File: config.mk
export PLATFORM = sky130hd
export DESIGN_NAME = sseg_capture
export DESIGN_NICKNAME = d
export VERILOG_FILES = /design/src/rtl/sseg_capture.sv
export SDC_FILE = /design/constraint.sdc
export NUM_CORES = 1
export LEC_CHECK = 0
export ABC_AREA = 1
export BUFFER_PORTS_ARGS = -buffer_cell sky130_fd_sc_hd__clkbuf_2
export CORE_MARGIN = 2
export CORE_UTILIZATION = 31
export CTS_CLUSTER_DIAMETER = 80
export DETAILED_ROUTE_END_ITERATION = 8
export GPL_TIMING_DRIVEN = 0
export PLACE_DENSITY = 0.54
export SYNTH_ARGS = -nofsm -noshare
export SYNTH_HDL_FRONTEND = slang
export SYNTH_SLANG_ARGS = --single-unit
File: constraint.sdc
create_clock -name clock_100Mhz -period 2.37 [get_ports clock_100Mhz]
set_input_delay 0.1185 -clock clock_100Mhz [delete_from_list [all_inputs] [get_ports clock_100Mhz]]
set_output_delay 0.1185 -clock clock_100Mhz [all_outputs]
set_load 0.02 [all_outputs]
File: src/rtl/sseg_capture.sv
// sseg_capture: recovers the number shown on a multiplexed 4-digit
// seven-segment display by watching its anode and cathode lines.
// Each digit is captured after its anode/cathode pair has been stable for
// STABLE_CYCLES cycles. A frame is published once all four digit slots
// have been captured.
// Optional feature macro: SSEG_CAPTURE_BIN_EN adds the BCD-to-binary
// conversion that drives 'value'. Without it, 'value' is tied to zero.
module sseg_capture #(
    parameter int unsigned STABLE_CYCLES = 1024
) (
    input  logic        clock_100Mhz,
    input  logic        reset_n,
    input  logic [3:0]  Anode_Activate,
    input  logic [6:0]  LED_out,
    output logic [15:0] digits,
    output logic [13:0] value,
    output logic        frame_valid,
    output logic        frame_err
);

    localparam int unsigned CNT_W = (STABLE_CYCLES > 2) ? $clog2(STABLE_CYCLES) : 1;
    // The transition fires on the cycle the counter would step to STABLE_CYCLES-1,
    // so a digit held exactly STABLE_CYCLES cycles is captured.
    localparam logic [CNT_W-1:0] CNT_LAST = CNT_W'(STABLE_CYCLES - 2);

    typedef enum logic [1:0] {
        SEEK  = 2'd0,
        DWELL = 2'd1,
        HELD  = 2'd2
    } state_t;

    logic [3:0]       an_s1_q, an_s2_q;
    logic [6:0]       seg_s1_q, seg_s2_q;
    state_t           state_q;
    logic [CNT_W-1:0] cnt_q;
    logic [3:0]       an_hold_q;
    logic [6:0]       seg_hold_q;
    logic [15:0]      slots_q;
    logic [3:0]       mask_q;
    logic [3:0]       err_q;
    logic [15:0]      stage_q;
    logic             stage_err_q;
    logic             load_q;

    logic             an_valid_c;
    logic             changed_c;
    logic             capture_c;
    logic             frame_load_c;
    logic [1:0]       slot_idx_c;
    logic [3:0]       nib_c;
    logic [13:0]      value_c;

    // Two-flop synchronizers on the observed display lines
    always_ff @(posedge clock_100Mhz or negedge reset_n) begin
        if (!reset_n) begin
            an_s1_q  <= '0;
            an_s2_q  <= '0;
            seg_s1_q <= '0;
            seg_s2_q <= '0;
        end else begin
            an_s1_q  <= Anode_Activate;
            an_s2_q  <= an_s1_q;
            seg_s1_q <= LED_out;
            seg_s2_q <= seg_s1_q;
        end
    end

    // Anode qualification, change detection and capture strobe
    always_comb begin
        an_valid_c = (an_s2_q == 4'b0111) || (an_s2_q == 4'b1011) ||
                     (an_s2_q == 4'b1101) || (an_s2_q == 4'b1110);
        changed_c  = (an_s2_q != an_hold_q) || (seg_s2_q != seg_hold_q);
        capture_c  = (state_q == DWELL) && an_valid_c && !changed_c && (cnt_q == CNT_LAST);
        frame_load_c = &mask_q;
    end

    // Slot index (3 = most significant digit) and cathode decode of the held pattern
    always_comb begin
        unique case (an_hold_q)
            4'b0111: slot_idx_c = 2'd3;
            4'b1011: slot_idx_c = 2'd2;
            4'b1101: slot_idx_c = 2'd1;
            default: slot_idx_c = 2'd0;
        endcase
        case (seg_hold_q)
            7'b0000001: nib_c = 4'd0;
            7'b1001111: nib_c = 4'd1;
            7'b0010010: nib_c = 4'd2;
            7'b0000110: nib_c = 4'd3;
            7'b1001100: nib_c = 4'd4;
            7'b0100100: nib_c = 4'd5;
            7'b0100000: nib_c = 4'd6;
            7'b0001111: nib_c = 4'd7;
            7'b0000000: nib_c = 4'd8;
            7'b0000100: nib_c = 4'd9;
            default:    nib_c = 4'hF;
        endcase
    end

    // Digit tracking FSM: seek a valid anode, dwell until stable, then hold
    always_ff @(posedge clock_100Mhz or negedge reset_n) begin
        if (!reset_n) begin
            state_q    <= SEEK;
            cnt_q      <= '0;
            an_hold_q  <= '0;
            seg_hold_q <= '0;
        end else begin
            case (state_q)
                SEEK: begin
                    if (an_valid_c) begin
                        state_q    <= DWELL;
                        cnt_q      <= '0;
                        an_hold_q  <= an_s2_q;
                        seg_hold_q <= seg_s2_q;
                    end
                end
                DWELL: begin
                    if (!an_valid_c) begin
                        state_q <= SEEK;
                    end else if (changed_c) begin
                        cnt_q      <= '0;
                        an_hold_q  <= an_s2_q;
                        seg_hold_q <= seg_s2_q;
                    end else if (cnt_q == CNT_LAST) begin
                        state_q <= HELD;
                        cnt_q   <= cnt_q + CNT_W'(1);
                    end else begin
                        cnt_q <= cnt_q + CNT_W'(1);
                    end
                end
                HELD: begin
                    if (!an_valid_c) begin
                        state_q <= SEEK;
                    end else if (changed_c) begin
                        state_q    <= DWELL;
                        cnt_q      <= '0;
                        an_hold_q  <= an_s2_q;
                        seg_hold_q <= seg_s2_q;
                    end
                end
                default: state_q <= SEEK;
            endcase
        end
    end

    // Slot storage; a capture coinciding with a frame load seeds the next frame
    always_ff @(posedge clock_100Mhz or negedge reset_n) begin
        if (!reset_n) begin
            slots_q <= '0;
            mask_q  <= '0;
            err_q   <= '0;
        end else begin
            if (frame_load_c) begin
                mask_q <= '0;
                err_q  <= '0;
            end
            if (capture_c) begin
                slots_q[{slot_idx_c, 2'b00} +: 4] <= nib_c;
                mask_q[slot_idx_c]                <= 1'b1;
                err_q[slot_idx_c]                 <= (nib_c == 4'hF);
            end
        end
    end

    // Frame staging register gives the binary conversion a full cycle
    always_ff @(posedge clock_100Mhz or negedge reset_n) begin
        if (!reset_n) begin
            stage_q     <= '0;
            stage_err_q <= 1'b0;
            load_q      <= 1'b0;
        end else begin
            load_q <= frame_load_c;
            if (frame_load_c) begin
                stage_q     <= slots_q;
                stage_err_q <= |err_q;
            end
        end
    end

`ifdef SSEG_CAPTURE_BIN_EN
    // BCD to binary; any unrecognized digit forces zero
    always_comb begin
        value_c = 14'(stage_q[15:12]) * 14'd1000 +
                  14'(stage_q[11:8])  * 14'd100  +
                  14'(stage_q[7:4])   * 14'd10   +
                  14'(stage_q[3:0]);
        if ((stage_q[15:12] == 4'hF) || (stage_q[11:8] == 4'hF) ||
            (stage_q[7:4] == 4'hF) || (stage_q[3:0] == 4'hF)) begin
            value_c = '0;
        end
    end
`else
    // Binary path not built
    assign value_c = '0;
`endif

    // Published frame outputs, held between frames
    always_ff @(posedge clock_100Mhz or negedge reset_n) begin
        if (!reset_n) begin
            digits      <= '0;
            value       <= '0;
            frame_valid <= 1'b0;
            frame_err   <= 1'b0;
        end else begin
            frame_valid <= load_q;
            if (load_q) begin
                digits    <= stage_q;
                value     <= value_c;
                frame_err <= stage_err_q;
            end
        end
    end

endmodule
# --- Word-level counts from Yosys, hierarchy flattened ---
# Cells that the tools add are included.
word_totals:
  output_inout_bits: 32
  ff_bits: 105
  elab_cells: 105
classes:
  n_mux: 31
  n_eq_ne: 31
  bitwise_logic: 1
  add_sub_neg: 2
  shifts: 2
  order_cmp: 2
  n_reduce_logical: 19
op_table:
  columns: ["cell", "count"]
  rows:
  - ["two-way mux 10 bit", 5]
  - ["case mux 4 bit (10 select lines)", 1]
  - ["case mux 10 bit (3 select lines)", 1]
  - ["two-way mux 4 bit", 7]
  - ["== test 4 bit, second input constant", 6]
  - ["two-way mux 7 bit", 3]
  - ["bitwise mux 16 bit", 1]
  - ["variable shift 4 x 6 -> 16 bit, first input constant", 1]
  - ["indexed part select 4 x 6 -> 16 bit", 1]
  - ["== test 7 x 3 -> 1 bit, second input constant", 2]
  - ["== test 7 x 6 -> 1 bit, second input constant", 2]
  - ["== test 7 bit, second input constant", 2]
  - ["case mux 7 bit (2 select lines)", 1]
  - ["two-way mux 2 bit", 6]
  - ["case mux 2 bit (3 select lines)", 2]
  - ["AND reduction 4 bit", 3]
  - ["adder 10 x 1 -> 10 bit, second input constant", 1]
  - ["== test 10 bit, second input constant", 1]
  - ["== test 4 x 3 -> 1 bit, second input constant", 2]
  - ["!= test 2 bit, second input constant", 4]
  - ["case mux 4 bit (2 select lines)", 1]
  - ["== test 7 x 1 -> 1 bit, second input constant", 1]
  - ["== test 7 x 4 -> 1 bit, second input constant", 1]
  - ["== test 7 x 5 -> 1 bit, second input constant", 1]
  - ["24 further kinds", 32]

# --- Depth between registers and ports, before layout ---
logic_depth:
  depth_word: 8
  mapped_depth: 13
  ltp_nobuf: 13

# --- Least setup slack after synthesis ---
# OpenSTA, ideal clock, no wires.
synth_path:
  path_kind: "reg2reg"
  from: "register an_hold_q[1]"
  to: "register slots_q[2]"
  arrival_time_ns: 1.816
  stages_incl_launch_ff: 7
  synth_period_minus_slack_ns: 1.892
  slack_ns: 0.478
  n_path_buf: 0
  path_cell_list: "dfrtp_1 o31ai_2 inv_1 ha_1 nor2_1 nand2_1 o21ai_1"
synth_via:
  elab_chain_cells: 5
  elab_cells_between_ends: 13
synth_rtl:
  columns: ["element", "line", "rtl"]
  rows:
  - ["start: declaration", "36", "logic [3:0] an_hold_q;"]
  - ["start signal: assignment", "113", "an_hold_q <= an_s2_q;"]
  - ["start signal: assignment", "122", "an_hold_q <= an_s2_q;"]
  - ["start signal: assignment", "137", "an_hold_q <= an_s2_q;"]
  - ["== test 4 bit, or another cell as far along", "79", "unique case (an_hold_q)"]
  - ["case mux 2 bit (3 select lines) / logical OR 1 bit (equally long branches)", "79, 72", null]
  - ["negator 4 -> 6 bit / logical NOT 1 bit (equally long branches)", "158, 73", null]
  - ["indexed part select 4 x 6 -> 16 bit, or another cell as far along", "158", "slots_q[{slot_idx_c, 2'b00} +: 4] <= nib_c;"]
  - ["bitwise mux 16 bit / logical AND 1 bit (equally long branches)", "158, 73", null]
  - ["end signal: indexed assignment", "158", null]
  - ["end: declaration", "38", "logic [15:0] slots_q;"]
# Parallel ways exist; a longest one is shown, timed or not.
# A chain may end at the register's enable or synchronous reset.

# --- Worst setup path after layout ---
layout_path:
  from: "register an_hold_q[0]"
  to: "register slots_q[6]"
# The elaborated chain is that of the path after synthesis.

==> summary.md <==
| Metric | Value |
|---|---|
| Slowest CP cell | nor4_1 |
| Critical-path cell list | inv_1, o31ai_4, inv_1, ha_1, nor4_1, nand2_1, nand2_1 |
| Max-cap violations | 0 |
| H-Tree Depth | 3 |
| Reg-to-Reg Start | an_hold_q[0]$_DFFE_PN0P_ |
| EDFF count, synth | 0 |
| Share of layout cells above drive strength 1 | 16.5% |
| Buf/Inv on CP | 2 |
| Die height | 129 um |
| Critical Path Max Stage Delay | 0.48 ns |
| DR vias | 3518 |
| Vias/cell | 4.25 |
| Drt total wl | 8710 um |
| Crit. End Element | flop |
| Clock Path Buffers | 2 |
| Number of port buffers | 30 |
| Die ar. | 16700 um2 |
| Inserted Diodes | 0 |
| LEAKAGE | 3.07 nW |
| Worst slack at placement | 0.0715 ns |
| Num CTS Buffers | 9 |
| Max Clk Rate | 472 MHz |
| Mapped cell area | 4850 um2 |
| DRC viols | 0 |
| Fin util | 37.7% |
| Global-route wire length before repair | 14900 um |
| Post-synth top flop | dfrtp_1 |
| Placer Congestion | 0.814 |
| Power per Cell Area | 821 nW/um2 |
| Mapped Cells | 546 |
| Power, Total | 4.73 mW |
| TritonCTS clock tree | done |
| Estimated wirelength of the detail-placed design | 6160 um |
| Hold Startpoint | seg_s1_q[1]$_DFF_PN0_ |
| Kind of cell adding the most delay to the critical path | simple AND/OR/NAND/NOR gates |
| Synth cell types | 31 |
| FP Rows | 45 |
| Post-CTS Setup Bufs | 0 |
| Yosys warnings | 0 |
| Initial Util | 31.8% |
| Wire length per cell | 10.5 um |
| CTS sink count | 105 |
| Synth-to-layout area growth | 18.7% |
| Worst hold path cell count | 0 |
| Mux contribution to synthesized area | 3.95% |
| Main combinational cell family by area after synthesis | simple AND/OR/NAND/NOR gates |
| Combinational power share | 24.5% |
| Overflow after GRT | 0 |
| Status | complete, no violations |
| R2R depth | 7 |
| GRT Overall Usage | 11.0% |
| Net Sw Frac | 33.7% |
| Clk_skew | 0.00603 ns |
| WP data arrival | 2.40 ns |
| R2R Path End | slots_q[6]$_DFFE_PN0P_ |
| Ys async rst share | 100% |
| Initial DRC count | 162 |
| Largest net degree at the start of global routing | 106 |
| Compound-cell area share of the yosys netlist | 4.02% |
| Flop and latch count out of synthesis | 105 |
| Sequential Power Share | 43.5% |
| CTS Root Cell | clkbuf_16 |
| RSZ-0062 raised after global routing | no |
| Final #Nets | 638 |
| Max Slew Vio Count | 0 |
| Clock Latency Late Sink | 0.34 ns |
| Synth Area in Adders | 3.35% |
| Syn_area_per_cell | 8.88 um2 |
| Hold Path End | seg_s2_q[1]$_DFF_PN0_ |
| CP max FO | 9 |
| Min Clock Period, post-route | 2.12 ns |
| Worst Setup Slack, final | 0.252 ns |
| Worst-Margin Slew | 0.827 ns |
| Maximum VDD drop | 0.385 mV |
| I/O Pins | 45 |
| Antenna violations before repair | 0 |
| Slew HR | 44.9% |
| DRT antenna net count | 0 |
| Worst-path clk slew | 0.07 ns |
| Clock Power Share | 32.0% |
| Core ar. | 15300 um2 |
| Final hold vios | 0 |
| P_sw | 1.59 mW |
| Post-Synth XOR/XNOR Area | 1.81% |
| Setup CP Type | flop to flop |
| R2r setup slk | 0.25 ns |
| Seq/Total Area, Yosys | 54.2% |
| Number of global-route vias before repair | 3253 |
| Int Pwr | 3.14 mW |
| Number of setup violations in the final report | 0 |
| Simple-gate portion of the synthesized area | 25.1% |
| Final worst-path cycle share | 89.4% |
| CP Launch Type | flop |
| Router iterations before antenna repair | 4 |
| HP Class | flop to flop |
| Data required time of the worst path | 2.66 ns |
| Die X | 129 um |
[repair_timing]
item | in CTS | in global routing
resized for setup | 0 | 2
endpoints found under the hold margin | 116 | 0
setup endpoints to repair | 0 | 18
hold buffers | 12 | 0
[cell usage in the layout (no fill, tap or decap), drive strengths merged, types with 2 or more instances in the layout]
cell type    Yosys  routed
a21oi            3       3
buf             20      20
clkbuf           5      45
conb             1      14
dfrtp          105     105
dlygate4sd3      0      12
ha              13      13
inv             52      55
mux2            17      17
nand2          210     210
nand3           15      15
nand4           11      11
nor2            46      46
nor3             3       3
nor4             3       3
o21ai           25      25
o22ai            3       3
o31ai            2       2
xnor2            3       3
xor2             7       7
[power by group through the flow]
stage,clock network (mW),registers (mW),logic (mW)
after floorplan,0,2.06,0.870
after global placement,0,2.08,1.10
after detailed placement,0,2.09,1.13
after CTS,1.56,2.05,1.15
after global routing,1.63,2.08,1.32
final,1.52,2.06,1.16
[synthesized netlist by cell type (2+ instances only)]
cell type | number | area share [%]
a21oi_1 | 3 | 0.31
buf_2 | 3 | 0.31
buf_4 | 15 | 2.3
buf_6 | 2 | 0.46
clkbuf_1 | 5 | 0.39
dfrtp_1 | 105 | 54
ha_1 | 13 | 3.4
inv_1 | 52 | 4.0
mux2_2 | 17 | 3.9
nand2_1 | 205 | 16
nand2_2 | 5 | 0.64
nand3_1 | 14 | 1.4
nand4_1 | 8 | 1.0
nand4_2 | 3 | 0.77
nor2_1 | 38 | 2.9
nor2_2 | 5 | 0.64
nor2_4 | 2 | 0.46
nor3_1 | 3 | 0.31
nor4_1 | 3 | 0.39
o21ai_0 | 15 | 1.5
o21ai_1 | 10 | 1.0
o22ai_1 | 3 | 0.39
xnor2_1 | 3 | 0.54
xor2_1 | 7 | 1.3
[per-stage QoR]
step                      area [um2]  hold slack [ns]  TNS [ns]  instances
final                           5760            0.349         0        828
after global routing            5760            0.357         0        828
after CTS                       5750            0.351         0        828
after detailed placement        5320            0.228         0        800
after global placement          5310            0.227    -25.05        800
after floorplan                 4900           -0.177         0        559
[worst max path at each step]
stage	endpoint	start	cells after the start
detailed placement	slots_q[6]$_DFFE_PN0P_	an_hold_q[0]$_DFFE_PN0P_	7
finish	slots_q[6]$_DFFE_PN0P_	an_hold_q[0]$_DFFE_PN0P_	7
floorplan	slots_q[2]$_DFFE_PN0P_	an_hold_q[1]$_DFFE_PN0P_	6
global placement	an_s1_q[0]$_DFF_PN0_	reset_n	1
global route	slots_q[6]$_DFFE_PN0P_	an_hold_q[3]$_DFFE_PN0P_	7
CTS	slots_q[6]$_DFFE_PN0P_	an_hold_q[0]$_DFFE_PN0P_	7
[routing by layer]
layer	vias to the layer above	routed length, um	global-route usage, %
met1	1649	4280	14.7
met5	-	0	0
met2	56	4020	17.5
li1	1803	-	-
met4	0	120	3.77
met3	10	285	2.89
[sequential cells by signal, summed over array words and instances, names as in the netlist, 7 cells and up]
signal,cells
seg_s2_q,7
digits,16
stage_q,16
seg_s1_q,7
seg_hold_q,7
slots_q,16
cnt_q,10
[final cells by class]
| cell class | count | area (um2) |
|---|---|---|
| flip-flops and latches | 105 | 2630 |
| plain buffers | 25 | 169 |
| clock inverters | 6 | 73.8 |
| fillers | 1561 | 9500 |
| repair buffers | 42 | 279 |
| multi-input cells | 377 | 1920 |
| inverters | 52 | 195 |
| clock buffers | 10 | 229 |
| well taps | 211 | 264 |
[kinds of logic (layout without fill, tap and decap cells)]
family          Yosys count  after routing
xor+xnor                 10             10
flops                   105            105
compound gates           35             35
fa+ha+maj                13             13
buf+inv                  77            135
simple gates            288            288
mux                      17             17
other cells               1             14
[worst reg2reg max path: stages, from the launching register on]
cell	delay, ns
dfrtp_1	0.41
inv_1	0.11
o31ai_4	0.36
inv_1	0.24
ha_1	0.28
nor4_1	0.48
nand2_1	0.12
nand2_1	0.07
No activity file was read; power rests on OpenSTA's default activity.
